==> src/rtl/mem_arbiter_pkg.sv <==
`timescale 1ns/1ps
`default_nettype none
// ============================================================================
//  Module      : mem_arbiter_pkg
//  Description : Shared types and constants for the IF/MEM SRAM arbiter.
//  Revision    : 1.0  initial release
// ============================================================================
package mem_arbiter_pkg;

   // Width of the wait-state down-counter (supports up to 15 wait cycles)
   localparam int c_cnt_w = 4;

   // Default SRAM access time in cycles
   localparam int c_wait_cycles_def = 4;

   // Arbiter sequencing states
   typedef enum logic [1:0] {
      IDLE     = 2'd0,
      BUSY_IF  = 2'd1,
      BUSY_MEM = 2'd2,
      DONE     = 2'd3
   } state_t;

endpackage : mem_arbiter_pkg
`default_nettype wire

==> src/rtl/mem_arbiter_if.sv <==
`timescale 1ns/1ps
`default_nettype none
// ============================================================================
//  Module      : mem_arbiter_if
//  Description : Fetch port, load/store port, freeze and SRAM signals of the
//                shared instruction/data SRAM arbiter.
//  Revision    : 1.0  initial release
// ============================================================================
interface mem_arbiter_if #(
   parameter int ADDR_W = 32,
   parameter int DATA_W = 32
);
   // IF stage fetch port
   logic              if_req;
   logic [ADDR_W-1:0] if_addr;
   logic              flush;
   logic [DATA_W-1:0] if_rdata;
   logic              if_ready;

   // MEM stage load/store port
   logic              mem_rd_en;
   logic              mem_wr_en;
   logic [ADDR_W-1:0] mem_addr;
   logic [DATA_W-1:0] mem_wdata;
   logic [DATA_W-1:0] mem_rdata;
   logic              mem_ready;

   // Pipeline hold controls
   logic              freeze_if;
   logic              freeze_pipe;

   // SRAM port
   logic              sram_en;
   logic              sram_we;
   logic [ADDR_W-1:0] sram_addr;
   logic [DATA_W-1:0] sram_wdata;
   logic [DATA_W-1:0] sram_rdata;

   // Arbiter side
   modport slave (
      input  if_req, if_addr, flush, mem_rd_en, mem_wr_en, mem_addr, mem_wdata, sram_rdata,
      output if_rdata, if_ready, mem_rdata, mem_ready, freeze_if, freeze_pipe,
             sram_en, sram_we, sram_addr, sram_wdata
   );

   // Pipeline / SRAM side
   modport master (
      output if_req, if_addr, flush, mem_rd_en, mem_wr_en, mem_addr, mem_wdata, sram_rdata,
      input  if_rdata, if_ready, mem_rdata, mem_ready, freeze_if, freeze_pipe,
             sram_en, sram_we, sram_addr, sram_wdata
   );

endinterface : mem_arbiter_if
`default_nettype wire

==> src/rtl/mem_arbiter.sv <==
`timescale 1ns/1ps
`default_nettype none
// ============================================================================
//  Module      : mem_arbiter
//  Description : Shares one single-port SRAM between the IF fetch port and the
//                MEM load/store port. Each access runs a fixed number of wait
//                states, then a one-cycle DONE with a ready pulse. Data
//                accesses win over fetches; a flush makes an in-flight fetch
//                stale so its result is dropped.
//  Revision    : 1.0  initial release
// ============================================================================
module mem_arbiter
   import mem_arbiter_pkg::*;
#(
   parameter int ADDR_W      = 32,
   parameter int DATA_W      = 32,
   parameter int WAIT_CYCLES = c_wait_cycles_def   // legal range 1..15
) (
   input  logic          clk,
   input  logic          rst,    // asynchronous, active-low
   mem_arbiter_if.slave  bus
);

   localparam logic [c_cnt_w-1:0] c_cnt_load = c_cnt_w'(WAIT_CYCLES - 1);

   state_t              state_q,     state_d;
   logic [c_cnt_w-1:0]  cnt_q,       cnt_d;
   logic                stale_q,     stale_d;
   logic                we_q,        we_d;
   logic                op_mem_q,    op_mem_d;     // current access belongs to MEM port
   logic [ADDR_W-1:0]   addr_q,      addr_d;
   logic [DATA_W-1:0]   wdata_q,     wdata_d;
   logic [DATA_W-1:0]   if_rdata_q,  if_rdata_d;
   logic [DATA_W-1:0]   mem_rdata_q, mem_rdata_d;

   logic                w_mem_req;
   logic                w_stale;     // stale including a flush arriving this cycle
   logic                w_busy;
   logic                w_mem_ready;
   logic                w_if_ready;

   // Next-state, counter and capture logic
   always_comb begin
      state_d     = state_q;
      cnt_d       = cnt_q;
      stale_d     = stale_q;
      we_d        = we_q;
      op_mem_d    = op_mem_q;
      addr_d      = addr_q;
      wdata_d     = wdata_q;
      if_rdata_d  = if_rdata_q;
      mem_rdata_d = mem_rdata_q;
      w_mem_req   = bus.mem_rd_en | bus.mem_wr_en;
      w_stale     = stale_q | bus.flush;

      case (state_q)
         IDLE: begin
            if (w_mem_req) begin
               addr_d   = bus.mem_addr;
               wdata_d  = bus.mem_wdata;
               we_d     = bus.mem_wr_en;
               op_mem_d = 1'b1;
               cnt_d    = c_cnt_load;
               state_d  = BUSY_MEM;
            end else if (bus.if_req) begin
               addr_d   = bus.if_addr;
               we_d     = 1'b0;
               op_mem_d = 1'b0;
               stale_d  = 1'b0;
               cnt_d    = c_cnt_load;
               state_d  = BUSY_IF;
            end
         end
         BUSY_IF: begin
            stale_d = w_stale;
            if (cnt_q == '0) begin
               // A flush on the final wait cycle must still suppress the capture
               if (!w_stale) begin
                  if_rdata_d = bus.sram_rdata;
               end
               state_d = DONE;
            end else begin
               cnt_d = cnt_q - 1'b1;
            end
         end
         BUSY_MEM: begin
            if (cnt_q == '0) begin
               // Stores leave the load data register untouched
               if (!we_q) begin
                  mem_rdata_d = bus.sram_rdata;
               end
               state_d = DONE;
            end else begin
               cnt_d = cnt_q - 1'b1;
            end
         end
         DONE: begin
            // Requests are not sampled here so a still-held request is not re-accepted
            state_d = IDLE;
         end
         default: begin
            state_d = IDLE;
         end
      endcase
   end

   // State and datapath registers
   always_ff @(posedge clk or negedge rst) begin
      if (!rst) begin
         state_q     <= IDLE;
         cnt_q       <= '0;
         stale_q     <= 1'b0;
         we_q        <= 1'b0;
         op_mem_q    <= 1'b0;
         addr_q      <= '0;
         wdata_q     <= '0;
         if_rdata_q  <= '0;
         mem_rdata_q <= '0;
      end else begin
         state_q     <= state_d;
         cnt_q       <= cnt_d;
         stale_q     <= stale_d;
         we_q        <= we_d;
         op_mem_q    <= op_mem_d;
         addr_q      <= addr_d;
         wdata_q     <= wdata_d;
         if_rdata_q  <= if_rdata_d;
         mem_rdata_q <= mem_rdata_d;
      end
   end

   // Outputs decode from the state register so reset clears them at once
   assign w_busy      = (state_q == BUSY_IF) || (state_q == BUSY_MEM);
   assign w_mem_ready = (state_q == DONE) && op_mem_q;
   assign w_if_ready  = (state_q == DONE) && !op_mem_q && !stale_q;

   assign bus.sram_en     = w_busy;
   assign bus.sram_we     = (state_q == BUSY_MEM) && we_q;
   assign bus.sram_addr   = addr_q;
   assign bus.sram_wdata  = wdata_q;
   assign bus.if_rdata    = if_rdata_q;
   assign bus.if_ready    = w_if_ready;
   assign bus.mem_rdata   = mem_rdata_q;
   assign bus.mem_ready   = w_mem_ready;
   assign bus.freeze_pipe = (bus.mem_rd_en | bus.mem_wr_en) & ~w_mem_ready;
   assign bus.freeze_if   = ((bus.mem_rd_en | bus.mem_wr_en) & ~w_mem_ready)
                          | (bus.if_req & ~w_if_ready);

endmodule : mem_arbiter
`default_nettype wire

==> src/flat_wrapper.sv <==
// flat-port wrapper written by rule: the top's interface ports become plain ports
module mem_arbiter_flat import mem_arbiter_pkg::*;
#(
   parameter int ADDR_W      = 32,
   parameter int DATA_W      = 32,
   parameter int WAIT_CYCLES = c_wait_cycles_def                       
)
  (clk, rst, bus_if_req, bus_if_addr, bus_flush, bus_mem_rd_en, bus_mem_wr_en, bus_mem_addr, bus_mem_wdata, bus_sram_rdata, bus_if_rdata, bus_if_ready, bus_mem_rdata, bus_mem_ready, bus_freeze_if, bus_freeze_pipe, bus_sram_en, bus_sram_we, bus_sram_addr, bus_sram_wdata);
  mem_arbiter_if #(.ADDR_W(ADDR_W), .DATA_W(DATA_W)) bus_i ();
  input  logic clk;
  input  logic rst;
  input wire logic [$bits(bus_i.if_req)-1:0] bus_if_req;
  input wire logic [$bits(bus_i.if_addr)-1:0] bus_if_addr;
  input wire logic [$bits(bus_i.flush)-1:0] bus_flush;
  input wire logic [$bits(bus_i.mem_rd_en)-1:0] bus_mem_rd_en;
  input wire logic [$bits(bus_i.mem_wr_en)-1:0] bus_mem_wr_en;
  input wire logic [$bits(bus_i.mem_addr)-1:0] bus_mem_addr;
  input wire logic [$bits(bus_i.mem_wdata)-1:0] bus_mem_wdata;
  input wire logic [$bits(bus_i.sram_rdata)-1:0] bus_sram_rdata;
  output wire logic [$bits(bus_i.if_rdata)-1:0] bus_if_rdata;
  output wire logic [$bits(bus_i.if_ready)-1:0] bus_if_ready;
  output wire logic [$bits(bus_i.mem_rdata)-1:0] bus_mem_rdata;
  output wire logic [$bits(bus_i.mem_ready)-1:0] bus_mem_ready;
  output wire logic [$bits(bus_i.freeze_if)-1:0] bus_freeze_if;
  output wire logic [$bits(bus_i.freeze_pipe)-1:0] bus_freeze_pipe;
  output wire logic [$bits(bus_i.sram_en)-1:0] bus_sram_en;
  output wire logic [$bits(bus_i.sram_we)-1:0] bus_sram_we;
  output wire logic [$bits(bus_i.sram_addr)-1:0] bus_sram_addr;
  output wire logic [$bits(bus_i.sram_wdata)-1:0] bus_sram_wdata;
  assign bus_i.if_req = bus_if_req;
  assign bus_i.if_addr = bus_if_addr;
  assign bus_i.flush = bus_flush;
  assign bus_i.mem_rd_en = bus_mem_rd_en;
  assign bus_i.mem_wr_en = bus_mem_wr_en;
  assign bus_i.mem_addr = bus_mem_addr;
  assign bus_i.mem_wdata = bus_mem_wdata;
  assign bus_i.sram_rdata = bus_sram_rdata;
  assign bus_if_rdata = bus_i.if_rdata;
  assign bus_if_ready = bus_i.if_ready;
  assign bus_mem_rdata = bus_i.mem_rdata;
  assign bus_mem_ready = bus_i.mem_ready;
  assign bus_freeze_if = bus_i.freeze_if;
  assign bus_freeze_pipe = bus_i.freeze_pipe;
  assign bus_sram_en = bus_i.sram_en;
  assign bus_sram_we = bus_i.sram_we;
  assign bus_sram_addr = bus_i.sram_addr;
  assign bus_sram_wdata = bus_i.sram_wdata;
  mem_arbiter #(.ADDR_W(ADDR_W), .DATA_W(DATA_W), .WAIT_CYCLES(WAIT_CYCLES)) u_core (.clk(clk), .rst(rst), .bus(bus_i));
endmodule
==> config.mk <==
export PLATFORM = sky130hd
export DESIGN_NAME = mem_arbiter_flat
export DESIGN_NICKNAME = d
export VERILOG_FILES = /design/src/rtl/mem_arbiter_pkg.sv /design/src/rtl/mem_arbiter_if.sv /design/src/rtl/mem_arbiter.sv /design/src/flat_wrapper.sv
export SDC_FILE = /design/constraint.sdc
export NUM_CORES = 1
export LEC_CHECK = 0
export ABC_AREA = 1
export ABC_CLOCK_PERIOD_IN_PS = 1600
export CAP_MARGIN = 20
export CORE_ASPECT_RATIO = 0.75
export CORE_MARGIN = 1.5
export CORE_UTILIZATION = 38
export CTS_CLUSTER_SIZE = 25
export DETAILED_ROUTE_END_ITERATION = 8
export PLACE_DENSITY = 0.77
export SLEW_MARGIN = 25
export SYNTH_ARGS = -nofsm -noshare
export SYNTH_HDL_FRONTEND = slang
export SYNTH_SLANG_ARGS = --single-unit
==> constraint.sdc <==
create_clock -name clk -period 1.6 [get_ports clk]
set_input_delay 0.4 -clock clk [delete_from_list [all_inputs] [get_ports clk]]
set_output_delay 0.4 -clock clk [all_outputs]
set_load 0.05 [all_outputs]
==> results.cfg <==
[status]
outcome = finished, violations left
failed_checks = setup timing

[clock_network]
clk-insertion-delay-late_ns = 0.42
cts_tree = yes
cts.root.buffer_cell = sky130_fd_sc_hd__clkbuf_16
worst_setup_hold_path_clk_slew_ns = 0.06
h_tree_levels = 4
cts-root-to-sink-buffers = 2
cts_sinks = 137
cts_inserted_buffers = 17

[place]
postPlaceCellArea_mm2 = 0.0104
place_congestion = 0.799
place_hpwl_mm = 13.8
buffer_ports.inserted = 267
post-place-cells = 1168
dpl_worst_slack_ns = -0.290

[timing]
period_share = 1.18
final-hold-violation-count = 0
rsz0062_at_grt = yes
maxSlewViolCount = 0
fin_ws_ns = -0.290
timing_worst_slew_pin_value_ns = 0.422
finalWorstPathRequiredPeriod_ns = 1.89
final-setup-viol-count = 6
holdWs_ns = 0.465
timing.setup.tns_ns = -1.47
finClkSkew_ns = 0.00929
slew-limit-headroom = 0.719
fmax_ghz = 0.529

[grt]
grt_max_degree = 65
global_route.usage.total = 0.241
first_global_vias = 5868
grt_first_pass_wirelength_mm = 30.6
antenna_found_initial = 0
globalRouteOverflowTotal = 0

[worst_setup_path]
regToRegStartpoint = u_core.state_q[1]
crit_buf_inv = 2
critical_path.cell_chain = ha_2, nand2_2, buf_4, nor2_4, buf_12
timing.critical_path.arrival_ns = 1.49
crit_path_start_kind = flop
timing.critical_path.depth = 5
biggest_fanout_along_the_worst_timing_path = 3
worst_r2r_path_depth = 8
regToRegSetupSlack_ns = 0.04
rr_endpoint = u_core.cnt_q[2]
timing.critical_path.max_delay_family = flip-flops
worstPathRequired_ns = 1.20
critical_path.slowest_cell = sky130_fd_sc_hd__dfrtp_1
cp-end-kind = output pin
critical-path-max-stage-delay_ns = 0.39
critPathKind = reg -> out

[synth]
yosys_most_used_dff = sky130_fd_sc_hd__dfrtp_1
synth_simple_gate_area_frac = 0.268
post_synth_arst_share = 1.00
synth-seq-cells = 137
synth.avg_cell_area_um2 = 8.45
synth_common_cells = 312 x sky130_fd_sc_hd__nand2_1, 137 x sky130_fd_sc_hd__dfrtp_1, 68 x sky130_fd_sc_hd__nand3_1, 47 x sky130_fd_sc_hd__inv_1, 47 x sky130_fd_sc_hd__o21ai_0
synth-compound-area-share = 0.0685
yosysMostFrequentCell = sky130_fd_sc_hd__nand2_1
synth_enable_flop_cells = 0
postSynthNetCount = 845
synth_adder_area_share = 0.0169
synth_sequential_area_ratio = 0.577
yosysTopAreaCellShare = 0.577
synth.yosys.warnings = 0
synth_top_family_by_area = simple AND/OR/NAND/NOR gates
synth.mux.area_fraction = 0
synth-xor-area-share = 0
synth.lib_cells_used.distinct = 21
netlist_area_mm2 = 0.00594
post_synth_main_area_contributors = sky130_fd_sc_hd__dfrtp_1 58%, sky130_fd_sc_hd__nand2_1 20%, sky130_fd_sc_hd__nand3_1 5.7%
synth_top_area_cell = sky130_fd_sc_hd__dfrtp_1
syn-instance-count = 703

[cells_and_area]
fin_cells = 1211
stdcell_area_mm2 = 0.0112
drive_above_1_share = 0.234
layout-area-overhead-vs-synth_pct = 88.3
layout.filler_cells = 1049
num-nets-final = 1135
antenna-diode-count = 0

[routing]
first_pass_iters = 5
detail_route.wl_per_cell_um = 16.1
number_of_drc_violations_after_detailed_routing_iteration_0 = 299
dr_total_vias = 5750
wl_mm = 19.5
ant_nets = 0
detail_route.drc_violations = 0
via_cell_ratio = 4.75

[worst_hold_path]
hold_path.class = in -> async

[floorplan]
die-area_mm2 = 0.0164
die_w_um = 147
coreArea_mm2 = 0.0153
io_pins = 268
core.rowCount = 39
start_util = 0.389
die_height_um = 111

[pwr]
power-per-cell-area_mw_per_mm2 = 2410
power.ir.vdd_worst_mv = 1.23
power.static_leakage_nw = 5.51

[run]
max_cap_violations = 0
-- layout make-up --
class	count	area, um^2	area share
repair buffers	310	4540	0.406
flip-flops and latches	137	3430	0.307
multi-input cells	478	2190	0.196
clock buffers	17	425	0.0380
well taps	205	256	0.0229
inverters	49	186	0.0167
clock inverters	15	154	0.0138
-- where the power goes --
group          total [mW]  leakage (nW)  switching, mW  internal [mW]
combinational        16.3          3.53           8.80           7.52
sequential           6.75          1.70           1.71           5.04
clock                3.87         0.276           1.68           2.20
-- sequential cells by signal, indices dropped and copies added (netlist names) --
name,flops
u_core.op_mem_q,1
u_core.stale_q,1
u_core.state_q,2
u_core.we_q,1
u_core.cnt_q,4
u_core.bus.if_rdata,32
u_core.bus.sram_wdata,32
u_core.bus.mem_rdata,32
u_core.bus.sram_addr,32
-- placed cells by master (no fill, tap or decap), drive strengths merged --
cell type / count
ha: 8
a21oi: 3
nand3: 70
clkinvlp: 3
dlygate4sd3: 1
buf: 174
inv: 57
dfrtp: 137
o211ai: 1
clkbuf: 20
clkdlybuf4s50: 132
o2111ai: 1
nor2: 8
bufinv: 1
clkinv: 3
nand2: 313
o21ai: 74
-- worst max path at each step --
stage | endpoint | slack (ns) | from
after global routing | bus_freeze_if | -0.35 | u_core.state_q[1]
after global placement | bus_freeze_if | -0.30 | bus_mem_wr_en
after detailed placement | bus_freeze_if | -0.29 | bus_mem_wr_en
after floorplan | bus_freeze_if | -0.13 | u_core.state_q[0]
final | bus_if_ready | -0.29 | u_core.state_q[0]
after CTS | bus_freeze_if | -0.29 | u_core.state_q[1]
-- metal layers --
layer | global-route usage | vias to the layer above | part of all wire
met2 | 0.393 | 245 | 0.48
met3 | 0.0802 | 24 | 0.083
met4 | 0.0907 | 0 | 0.024
met5 | 0 | - | 0
li1 | - | 2796 | -
met1 | 0.297 | 2685 | 0.41
-- cell families (layout without fill, tap and decap cells) --
kind of cell | after synthesis | count (layout)
and+or+nand+nor | 391 | 391
DFF | 137 | 137
AOI/OAI and AO/OA | 79 | 79
buffers and inverters | 88 | 391
adders and majority gates | 8 | 8
-- through the flow --
stage,util,power (mW)
floorplan,-,14.0
global placement,0.679,22.4
detailed placement,0.679,22.7
CTS,0.722,26.9
global route,0.732,28.2
finish,0.732,26.9
-- worst reg2reg max path: stages (launching register included) --
cell and delay [ns]:
sky130_fd_sc_hd__dfrtp_1 0.39, sky130_fd_sc_hd__buf_4 0.15, sky130_fd_sc_hd__inv_4 0.04, sky130_fd_sc_hd__ha_4 0.28, sky130_fd_sc_hd__buf_4 0.15, sky130_fd_sc_hd__inv_1 0.06, sky130_fd_sc_hd__a21oi_1 0.10, sky130_fd_sc_hd__o21ai_0 0.14
sky130_fd_sc_hd__o21ai_0 0.18
-- repair_timing --
| action | CTS | global route |
|---|---|---|
| pin swaps | 1 | 7 |
| cloned | 0 | 3 |
| setup buffers | 4 | 3 |
| hold buffers | 1 | 0 |
| gates resized for setup | 12 | 18 |
| hold endpoints to repair | 33 | 0 |
| setup endpoints to repair | 6 | 30 |
Power figures use the tool's default switching activity.
